### config.mk
export PLATFORM = sky130hd
export DESIGN_NAME = prog_counter
export DESIGN_NICKNAME = d
export VERILOG_FILES = /design/src/rtl/n2t_pkg.sv /design/src/rtl/pc_stack.sv /design/src/rtl/prog_counter.sv
export SDC_FILE = /design/constraint.sdc
export NUM_CORES = 1
export LEC_CHECK = 0
export ABC_AREA = 1
export BUFFER_PORTS_ARGS = -buffer_cell sky130_fd_sc_hd__buf_2
export CAP_MARGIN = 15
export CORE_UTILIZATION = 25
export DETAILED_ROUTE_END_ITERATION = 12
export PLACE_DENSITY_LB_ADDON = 0.2
export SETUP_SLACK_MARGIN = 0.2
export SKIP_LAST_GASP = 1
export SYNTH_ARGS = -nofsm -noshare
export SYNTH_HDL_FRONTEND = slang
export SYNTH_SLANG_ARGS = --single-unit
### constraint.sdc
create_clock -name clk -period 2.52 [get_ports clk]
set_input_delay 0.756 -clock clk [delete_from_list [all_inputs] [get_ports clk]]
set_output_delay 0.756 -clock clk [all_outputs]
set_load 0.05 [all_outputs]
### src/rtl/n2t_pkg.sv
// ----------------------------------------------------------------------------
// n2t_pkg
//   Shared definitions for the program counter and its return stack.
//
//   Contents:
//     DefWidth   - default counter/data width in bits (16)
//     DefDepth   - default number of return-stack entries (8)
//     req_e      - encoding of the single request that acts in a cycle
//     decode_req - fixed-priority reduction of the raw request lines
//                  (clr > ret > call > load > inc > hold)
// ----------------------------------------------------------------------------
package n2t_pkg;

    localparam int unsigned DefWidth = 16;
    localparam int unsigned DefDepth = 8;

    // Larger code means higher priority; only one request acts per cycle.
    typedef enum logic [2:0] {
        ReqHold = 3'd0,
        ReqInc  = 3'd1,
        ReqLoad = 3'd2,
        ReqCall = 3'd3,
        ReqRet  = 3'd4,
        ReqClr  = 3'd5
    } req_e;

    function automatic req_e decode_req(
        input logic clr,
        input logic ret,
        input logic call,
        input logic load,
        input logic inc
    );
        req_e req;
        if (clr) begin
            req = ReqClr;
        end else if (ret) begin
            req = ReqRet;
        end else if (call) begin
            req = ReqCall;
        end else if (load) begin
            req = ReqLoad;
        end else if (inc) begin
            req = ReqInc;
        end else begin
            req = ReqHold;
        end
        return req;
    endfunction

endpackage

### src/rtl/pc_stack.sv
// ----------------------------------------------------------------------------
// pc_stack
//   LIFO holding return addresses for prog_counter. Storage is not reset;
//   only the occupancy counter is. Entries at or above the occupancy are
//   stale and are never selected onto top_data while the stack is non-empty.
//
//   Parameters:
//     WIDTH - entry width in bits
//     DEPTH - number of entries
//
//   Ports:
//     clk       - clock, rising edge
//     rst_n     - asynchronous active-low reset (clears occupancy)
//     clr       - synchronous clear of occupancy (wins over push/pop)
//     push      - write push_data at the current top (ignored when full)
//     pop       - discard the top entry (ignored when empty, wins over push)
//     push_data - value to push
//     top_data  - entry at depth-1 (meaningless when empty)
//     depth     - current occupancy
//     full      - depth == DEPTH
//     empty     - depth == 0
// ----------------------------------------------------------------------------
module pc_stack #(
    parameter int unsigned WIDTH = 16,
    parameter int unsigned DEPTH = 8
) (
    input  logic                         clk,
    input  logic                         rst_n,
    input  logic                         clr,
    input  logic                         push,
    input  logic                         pop,
    input  logic [WIDTH-1:0]             push_data,
    output logic [WIDTH-1:0]             top_data,
    output logic [$clog2(DEPTH+1)-1:0]   depth,
    output logic                         full,
    output logic                         empty
);

    // Address width has a floor of 1 so DEPTH=1 still yields a legal index.
    localparam int unsigned AW = (DEPTH > 1) ? $clog2(DEPTH) : 1;
    localparam int unsigned DW = $clog2(DEPTH + 1);
    localparam logic [DW-1:0] FullCount = DW'(DEPTH);

    logic [WIDTH-1:0] mem_q [DEPTH];
    logic [DW-1:0]    depth_q;
    logic [DW-1:0]    depth_d;
    logic [DW-1:0]    top_idx;
    logic             do_push;
    logic             do_pop;

    assign full    = (depth_q == FullCount);
    assign empty   = (depth_q == '0);
    assign do_pop  = pop & ~empty & ~clr;
    assign do_push = push & ~full & ~pop & ~clr;

    always_comb begin
        depth_d = depth_q;
        if (clr) begin
            depth_d = '0;
        end else if (do_pop) begin
            depth_d = depth_q - DW'(1);
        end else if (do_push) begin
            depth_d = depth_q + DW'(1);
        end
    end

    always_ff @(posedge clk or negedge rst_n) begin
        if (!rst_n) begin
            depth_q <= '0;
        end else begin
            depth_q <= depth_d;
        end
    end

    // A push only happens below FullCount, so the low AW bits address a real entry.
    always_ff @(posedge clk) begin
        if (do_push) begin
            mem_q[depth_q[AW-1:0]] <= push_data;
        end
    end

    assign top_idx  = depth_q - DW'(1);
    assign top_data = mem_q[top_idx[AW-1:0]];
    assign depth    = depth_q;

endmodule

### src/rtl/prog_counter.sv
// ----------------------------------------------------------------------------
// prog_counter
//   Registered program counter with clear, load, increment and an optional
//   call/return stack. Exactly one request acts per cycle, chosen by fixed
//   priority clr > ret > call > load > inc > hold. Results appear on out one
//   cycle after the sampling edge.
//
//   Build option:
//     PROG_COUNTER_STACK_EN - when defined, instantiates pc_stack and enables
//                             call/ret with sticky overflow/underflow flags.
//                             When undefined, call acts as load, ret acts as
//                             hold, and the stack outputs are tied off
//                             (depth=0, empty=1, full=ovf_err=unf_err=0).
//
//   Parameters:
//     WIDTH - counter and data width (2..32)
//     DEPTH - return-stack entries (1..64)
//
//   Ports:
//     clk     - clock, rising edge
//     rst_n   - asynchronous active-low reset
//     in      - load / call target
//     clr     - synchronous clear of counter, stack and flags
//     load    - out <= in
//     inc     - out <= out + 1 (wraps)
//     call    - push out + 1, out <= in
//     ret     - out <= popped address
//     out     - registered counter value
//     depth   - stack occupancy
//     full    - depth == DEPTH
//     empty   - depth == 0
//     ovf_err - sticky: call attempted on a full stack
//     unf_err - sticky: ret attempted on an empty stack
// ----------------------------------------------------------------------------
module prog_counter
    import n2t_pkg::*;
#(
    parameter int unsigned WIDTH = DefWidth,
    parameter int unsigned DEPTH = DefDepth
) (
    input  logic                         clk,
    input  logic                         rst_n,
    input  logic [WIDTH-1:0]             in,
    input  logic                         clr,
    input  logic                         load,
    input  logic                         inc,
    input  logic                         call,
    input  logic                         ret,
    output logic [WIDTH-1:0]             out,
    output logic [$clog2(DEPTH+1)-1:0]   depth,
    output logic                         full,
    output logic                         empty,
    output logic                         ovf_err,
    output logic                         unf_err
);

    req_e             req;
    logic [WIDTH-1:0] out_q;
    logic [WIDTH-1:0] out_d;
    logic [WIDTH-1:0] out_inc;

    assign req     = decode_req(clr, ret, call, load, inc);
    assign out_inc = out_q + WIDTH'(1);

`ifdef PROG_COUNTER_STACK_EN

    localparam int unsigned DW = $clog2(DEPTH + 1);

    logic             stk_clr;
    logic             stk_push;
    logic             stk_pop;
    logic             stk_full;
    logic             stk_empty;
    logic [WIDTH-1:0] stk_top;
    logic [DW-1:0]    stk_depth;
    logic             ovf_q;
    logic             ovf_d;
    logic             unf_q;
    logic             unf_d;

    pc_stack #(
        .WIDTH (WIDTH),
        .DEPTH (DEPTH)
    ) u_stack (
        .clk       (clk),
        .rst_n     (rst_n),
        .clr       (stk_clr),
        .push      (stk_push),
        .pop       (stk_pop),
        .push_data (out_inc),
        .top_data  (stk_top),
        .depth     (stk_depth),
        .full      (stk_full),
        .empty     (stk_empty)
    );

    always_comb begin
        out_d    = out_q;
        stk_clr  = 1'b0;
        stk_push = 1'b0;
        stk_pop  = 1'b0;
        ovf_d    = ovf_q;
        unf_d    = unf_q;
        unique case (req)
            ReqClr: begin
                out_d   = '0;
                stk_clr = 1'b1;
                ovf_d   = 1'b0;
                unf_d   = 1'b0;
            end
            ReqRet: begin
                if (stk_empty) begin
                    unf_d = 1'b1;
                end else begin
                    out_d   = stk_top;
                    stk_pop = 1'b1;
                end
            end
            ReqCall: begin
                if (stk_full) begin
                    ovf_d = 1'b1;
                end else begin
                    out_d    = in;
                    stk_push = 1'b1;
                end
            end
            ReqLoad: out_d = in;
            ReqInc:  out_d = out_inc;
            default: ;
        endcase
    end

    always_ff @(posedge clk or negedge rst_n) begin
        if (!rst_n) begin
            ovf_q <= 1'b0;
            unf_q <= 1'b0;
        end else begin
            ovf_q <= ovf_d;
            unf_q <= unf_d;
        end
    end

    assign depth   = stk_depth;
    assign full    = stk_full;
    assign empty   = stk_empty;
    assign ovf_err = ovf_q;
    assign unf_err = unf_q;

`else

    // Without a stack, call degenerates to load and ret to hold.
    always_comb begin
        out_d = out_q;
        unique case (req)
            ReqClr:           out_d = '0;
            ReqCall, ReqLoad: out_d = in;
            ReqInc:           out_d = out_inc;
            default:          ;
        endcase
    end

    assign depth   = '0;
    assign full    = 1'b0;
    assign empty   = 1'b1;
    assign ovf_err = 1'b0;
    assign unf_err = 1'b0;

`endif

    always_ff @(posedge clk or negedge rst_n) begin
        if (!rst_n) begin
            out_q <= '0;
        end else begin
            out_q <= out_d;
        end
    end

    assign out = out_q;

endmodule

Word-level counts from Yosys, hierarchy flattened
Index checks and enable logic that the tools add are counted.
- flip-flop bits (word level): 16
- bits of input ports: 23
- output and inout bits: 24
- word-level logic and storage cells: 14
- add/subtract/negate cells: 1
- equal/unequal tests: 4
- multiplexer cells: 6
- reduce and logical (&&, ||, !) cells: 2
- operator list (cell ; number):
    $pmux W16 S3 ; 1
    $add A16 B1 Y16 const B ; 1
    $eq A3 B2 Y1 const B ; 2
    $mux W3 ; 2
    $mux W2 ; 2
    $eq A3 B1 Y1 const B ; 1
    $eq A3 B3 Y1 const B ; 1
    $reduce_bool A3 Y1 ; 1
    $reduce_or A2 Y1 ; 1
    $mux W1 ; 1

Depth between registers and ports, before layout
Gate-level depths: netlist of run 1.
- depth in word-level cells: 8
- mapped depth: 10

Worst setup path after synthesis of run 1
OpenSTA, ideal clock, no wires.
- path kind: reg-to-reg
- start point: register out_q[0], in the netlist out[0]
- end point: register out_q[4], in the netlist out[4]
- setup time: 0.126 ns
- arrival time: 1.468 ns
- path slack: 0.927 ns
- stages on the path, launching flop included: 7
- buffers on the path: 0
- period minus slack after synthesis: 1.593 ns
- path through: dfrtp_1 -> ha_1 -> nand3_1 -> inv_1 -> or2_2 -> nand3_2 -> nand3_1
- cells in the longest elaborated chain, start to end: 2
- RTL lines (item ; RTL line ; source):
    start: declaration ; prog_counter.sv:58 ; logic [WIDTH-1:0] out_q;
    start signal: assignment ; prog_counter.sv:174 ; out_q <= out_d;
    $add A16 B1 Y16 ; prog_counter.sv:63 ; assign out_inc = out_q + WIDTH'(1);
    $pmux W16 S3 ; prog_counter.sv:154 ; unique case (req)
No other way between the ends.
A chain may end at the register's enable or synchronous reset.

Worst setup path in the final report of run 1
- start point: register out_q[8], in the netlist out[8]
- end point: output port out[8]
- RTL lines (item ; RTL line ; source):
    end: declaration ; prog_counter.sv:49 ; output logic [WIDTH-1:0] out,
No word-level cell between the ends.

==> results of run 1 <==
## cell type report
class / instances / area share (%)
Clock buffer: 4 / 3.506
Tap cell: 67 / 5.339
Sequential cell: 16 / 25.50
Inverter: 31 / 7.410
Timing Repair Buffer: 38 / 12.11
Multi-Input combinational cell: 157 / 46.14
## power by group
group	internal [uW]	leakage (uW)	total (uW)	switching, uW
combinational	42.1	0.000644	170	128
clock	139	0.0000288	234	95.6
sequential	270	0.000216	292	22.0
total	451	0.000888	697	245
## cell usage in the layout, fill, tap and decap left out
cell | netlist | layout
nand2_1 | 77 | 77
buf_2 | 1 | 38
nand3_1 | 37 | 37
inv_1 | 29 | 29
dfrtp_1 | 16 | 16
nor2_1 | 12 | 12
conb_1 | 2 | 8
clkbuf_8 | 0 | 4
nand2_2 | 3 | 3
nor2_2 | 3 | 3
o21bai_1 | 3 | 3
or2_2 | 3 | 3
inv_2 | 2 | 2
o21ai_0 | 2 | 2
nand4_1 | 2 | 2
nand2_4 | 1 | 1
a21oi_1 | 1 | 1
nor2_4 | 1 | 1
nand3b_1 | 1 | 1
nor3_4 | 1 | 1
nand3_2 | 1 | 1
ha_1 | 1 | 1
## routing by layer
metal / vias up / GRT usage, % / part of all wire [%]
met4: 0 / 3.846 / 1.1
li1: 703 / - / -
met1: 580 / 17.81 / 50
met5: - / 0 / 0
met2: 31 / 21.52 / 45
met3: 5 / 2.033 / 3.8
## path summary, 6_finish.rpt
check / from / to / cells after the start
min: rst_n / out[12] / 1
max reg2reg: out[0] / out[4] / 6
max in group asynchronous: rst_n / out[7] / 1
min reg2reg: out[1] / out[1] / 2
max: out[8] / out[8] / 1
min in group clk: out[1] / out[1] / 2
## logic make-up after synthesis
logic type	count (synthesis)
AND/OR/NAND/NOR	142
other	2
buffers and inverters	42
AO/OA/AOI/OAI	6
adder cells (fa/ha/maj)	1
flip-flops	16
## metrics by stage
stage | cells | total power [uW]
after global routing | 313 | 739.7
after floorplan | 215 | 427.9
after global placement | 309 | 467.6
final | 313 | 696.7
after detailed placement | 309 | 469.7
after CTS | 313 | 711.1
==> flow_summary.ini, run 1 <==
[run_status]
status = complete, no violations

[synth]
synth_top_area_share_pct = 30.74
synth_top_cell_by_area = dfrtp_1
syn_area_per_cell_sq_um = 6.232
synth_edf_count = 0
dominantRegCellSynth = dfrtp_1
synthTopCellsByArea = dfrtp_1, nand2_1, nand3_1
synth_compound_area_share_pct = 2.882
synth-adder-area-share_pct = 0.9606
synth.distinct_cells = 23
synth_top_family_by_area = simple AND/OR/NAND/NOR gates
yosys.cell_count.top_type = nand2_1
synth_common_cells = nand2_1, nand3_1, inv_1
syn_inst = 209
synthArstFlopShare_pct = 100.0
synth.area.mux_share_pct = 0
synth.cell_area_sq_mm = 0.001302
synth_xor_area_share_pct = 0
synth_seq_cells = 16
synth-simple-area-share_pct = 49.47
synth-seq-area-share_pct = 30.74
yosysWarnings = 0

[placement]
port_buffers = 38
gp_congestion = 0.7009
hpwlAfterDp_mm = 2.485
dp_slack_ns = 0.5794
place_area_sq_mm = 0.001515

[final_layout]
num_antenna_cells = 0
largest_reg_flops = 16
design_area_sq_mm = 0.001570
top_regs = out: 16 flops
register_area_sq_um = 400.4
fin_nets = 271
utilization_pct = 32.18
max_flop_register = out
num-fill-cells = 584
multiInputGateArea_sq_um = 724.4
area_growth_pct = 20.56
drive_gt1_share_pct = 23.17

[sta]
timing.final.max_slew_violations = 0
min_period_ns = 1.810
fin_ws_ns = 0.7096
tns_ns = 0
fmax_mhz = 552.4
tightest_slew_ns = 0.6363
max-slew-margin-rel_pct = 57.44
finalClockSkew_ns = 0.004943
setup_viol = 0
fin_crit_sh_pct = 71.84
rsz0062_at_grt = false
hold_violations = 0
whs_ns = 0.4141

[clock_network]
post_cts_buffers = 0
postCtsHoldBufs = 0
path_clk_slew_ns = 0.07
clock_latency_ns = 0.25
cts_buffer_depth = 2
cts.sinks = 16
htree_levels = 1
numCtsBuffers = 3
cts_tree = yes
cts_resized = 0
root_buffer = clkbuf_8

[floorplanning]
die_y_um = 74.18
die_w_um = 74.18
num_rows = 25
io_pins = 47
die_area_sq_mm = 0.005503
core_sq_mm = 0.004880
start_util_pct = 26.69

[route]
viasPerCell = 4.214
routedWlPerCell_um = 10.24
routed_wl_mm = 3.206
drc = 0
via_count = 1319
drt_iter0_drc = 48
drt_pass1_iterations = 4
drtAntennaViolNets = 0

[global_route]
grt_start_max_net_pins = 17
antenna_found_initial = 0
gr-total-overflow = 0
grt_pass1_wl_mm = 5.492
grt_pass1_vias = 1220
grt_util_all_layers_pct = 13.13

[power]
vdd_drop_max_uv = 125.8
p_per_area_mw_per_mm2 = 443.7
p_leak_uw = 0.0008882

[setup_path]
slowest_stage = dfrtp_1
end_kind = output pin
cp.required_ns = 1.76
crit_arrival_ns = 1.05
r2r_slack_ns = 1.09
setup.worst_path.class = flip-flop to output pin
path_cells = buf_2
start_kind = flip-flop
critPathMaxFanout = 8
crit_buf_inv = 1
crit_family = flip-flops
cpPeakStageDelay_ns = 0.49

[hold_path]
hold_path.class = input port to asynchronous set/reset pin

[flow_run]
max-cap-violations = 0
Note: power is estimated with default switching activity, not from simulation.
==> run 2: changes to the inputs <==
Settings changed: ABC_AREA 1 to 0.
Clock period 2.52 ns to 1.65 ns, I/O delays scaled along.
==> run 2 against run 1 <==
- cell area grew 16%
- worst hold slack lost 0.25 ns
- area after synthesis shrank 14%
- critical path type is now flip-flop to flip-flop
==> flow_summary.ini, run 2 <==
[synth]
syn_area_per_cell_sq_um = 9.158
synth_top_cell_by_area = dfrtp_1
synthTopCellsByArea = dfrtp_1, a221o_1, nand3_1
synth.distinct_cells = 37
synth_edf_count = 0
synth_top_area_share_pct = 35.83
yosysWarnings = 0
synth-seq-area-share_pct = 35.83
synth.cell_area_sq_mm = 0.001117
synthArstFlopShare_pct = 100.0
synth_seq_cells = 16
yosys.cell_count.top_type = dfrtp_1
syn_inst = 122
dominantRegCellSynth = dfrtp_1
synth_common_cells = dfrtp_1, nand3_1, nor2_1

[sta]
setup_viol = 0
timing.final.max_slew_violations = 0
tns_ns = 0
finalClockSkew_ns = 0.007250
hold_violations = 0
fin_ws_ns = 0.08641
whs_ns = 0.1601
fmax_mhz = 639.6
rsz0062_at_grt = true
fin_crit_sh_pct = 94.76
min_period_ns = 1.564

[global_route]
met3_usage_pct = 2.138
grt_pass1_wl_mm = 5.526
grt_start_max_net_pins = 17
gr-total-overflow = 0
antenna_found_initial = 0
grt_util_met1_pct = 19.84
use_met2_pct = 27.79
grt_util_all_layers_pct = 16.21
top_usage_layer = met2
grt_pass1_vias = 1195

[power]
vdd_drop_max_uv = 255.1
p_sw_share_pct = 36.99
internal_power_uw = 746.6
power_frac_seq_pct = 39.1
power.switching_uw = 438.4
p_total_uw = 1185
p_leak_uw = 0.0008141
pwr-share-clk_pct = 26.8
p_per_area_mw_per_mm2 = 649.1
combinationalPowerShare_pct = 34.1

[floorplanning]
num_rows = 23
start_util_pct = 26.96
die_w_um = 68.85
die_area_sq_mm = 0.004740
core_sq_mm = 0.004144
die_y_um = 68.85
io_pins = 47

[flow_run]
max-cap-violations = 0

[final_layout]
multiInputGateArea_sq_um = 778.2
register_area_sq_um = 417.9
mostFrequentLayoutCell = buf_4
max_flop_register = out
largest_reg_flops = 16
area_growth_pct = 63.38
num_antenna_cells = 0
final_cell_mix = buf_4, buf_2, dfrtp_2, nand3_1, nor2_1
top_regs = out: 16 flops
num-fill-cells = 412
drive_gt1_share_pct = 55.03
stdcell_count = 239
fin_nets = 214

[route]
via_count = 1224
drt_iter0_drc = 32
routed_wl_mm = 3.607
drt_pass1_iterations = 4
drc = 0
routedWlPerCell_um = 15.09
drtAntennaViolNets = 0
viasPerCell = 5.121

[hold_path]
hold_path.class = input port to asynchronous set/reset pin

[clock_network]
root_buffer = clkbuf_8
path_clk_slew_ns = 0.07
htree_levels = 1
cts.sinks = 16
numCtsBuffers = 3
cts_tree = yes
clock_latency_ns = 0.25
cts_buffer_depth = 2

[placement]
hpwlAfterDp_mm = 2.651
gp_congestion = 0.8167
dp_slack_ns = -0.06751
dp_cells = 221
port_buffers = 38

[setup_path]
cpPeakStageDelay_ns = 0.42
start_kind = flip-flop
path_cells = ha_4, nand3_4, or4_4, or3_1, nand3_1
crit_arrival_ns = 1.75
setup.worst_path.class = flip-flop to flip-flop
end_kind = flip-flop
critPathMaxFanout = 4
slowest_stage = or4_4
cp.required_ns = 1.83

[run_status]
status = complete, no violations
## run 2: cell types whose count changed in the layout (fill, tap and decap cells not counted), sizes merged, moves of 4 or more
cell    before  now
nand3b       1    5
buf         38   63
nand2       81    6
nor3         1    5
nand3       38   14
nor4         0    8
nor2        16   10
inv         31    3
a221o        0    8
clkbuf       4   10
## run 2: critical path: cells and delay by family (launching register included)
kind,cells,cell delay (ns)
fa+ha+maj,1,0.16
flops,1,0.41
simple gates,4,0.93
## run 2: cells by family after synthesis
logic type                 Yosys count  share of synthesized area [%]
other                                2                         0.6721
DFF                                 16                          35.83
xor gates and xnor gates             2                          1.568
and+or+nand+nor                     60                          33.48
AOI/OAI and AO/OA                   23                          16.91
muxes                                3                          2.688
buffers and inverters               15                          7.727
adders and majority gates            1                          1.120
## run 2: power by group through the flow
stage / clock network (uW) / logic (uW) / registers, uW
after CTS: 332 / 368 / 463
final: 317 / 404 / 464
after floorplan: 0 / 129 / 567
after global placement: 0 / 328 / 472
after detailed placement: 0 / 332 / 472
after global routing: 352 / 427 / 468
## run 2: area by class of cell
type	count	area share [%]
Multi-Input combinational cell	97	42.63
Timing Repair Buffer	69	27.96
Sequential cell	16	22.89
Tap cell	50	3.427
Clock buffer	4	2.467
Inverter	3	0.6169
## run 2: worst paths after layout
kind | startpoint | to | slack, ns | cells after the start
worst max-delay path | out[1] | out[14] | 0.09 | 5
worst min-delay path | rst_n | out[5] | 0.16 | 1
worst max register to register | out[1] | out[14] | 0.09 | 5
worst min register to register | out[15] | out[15] | 0.56 | 1
max in group asynchronous | rst_n | out[9] | 1.18 | 1
min in group clk | in[1] | out[1] | 0.43 | 3
## run 2: what timing repair did
action                                  4_1_cts  5_1_grt
resized for setup                            20       19
endpoints found under the setup margin       18       27
pin swaps                                     2        6
hold buffers                                  0        0
setup buffers                                 6        8
## run 2: layer usage
| layer | part of all wire [%] | routed length [um] |
|---|---|---|
| met5 | 0 | 0 |
| met4 | 2.0 | 73 |
| met3 | 3.8 | 137 |
| met2 | 50 | 1811 |
| met1 | 44 | 1585 |
## run 2: metrics by stage
step / cell area [sq um] / utilization (%)
2_1_floorplan: 1237 / -
3_3_place_gp: 1533 / 36.99
3_5_place_dp: 1533 / 36.99
4_1_cts: 1698 / 40.97
5_1_grt: 1826 / 44.05
6_report: 1826 / 44.05
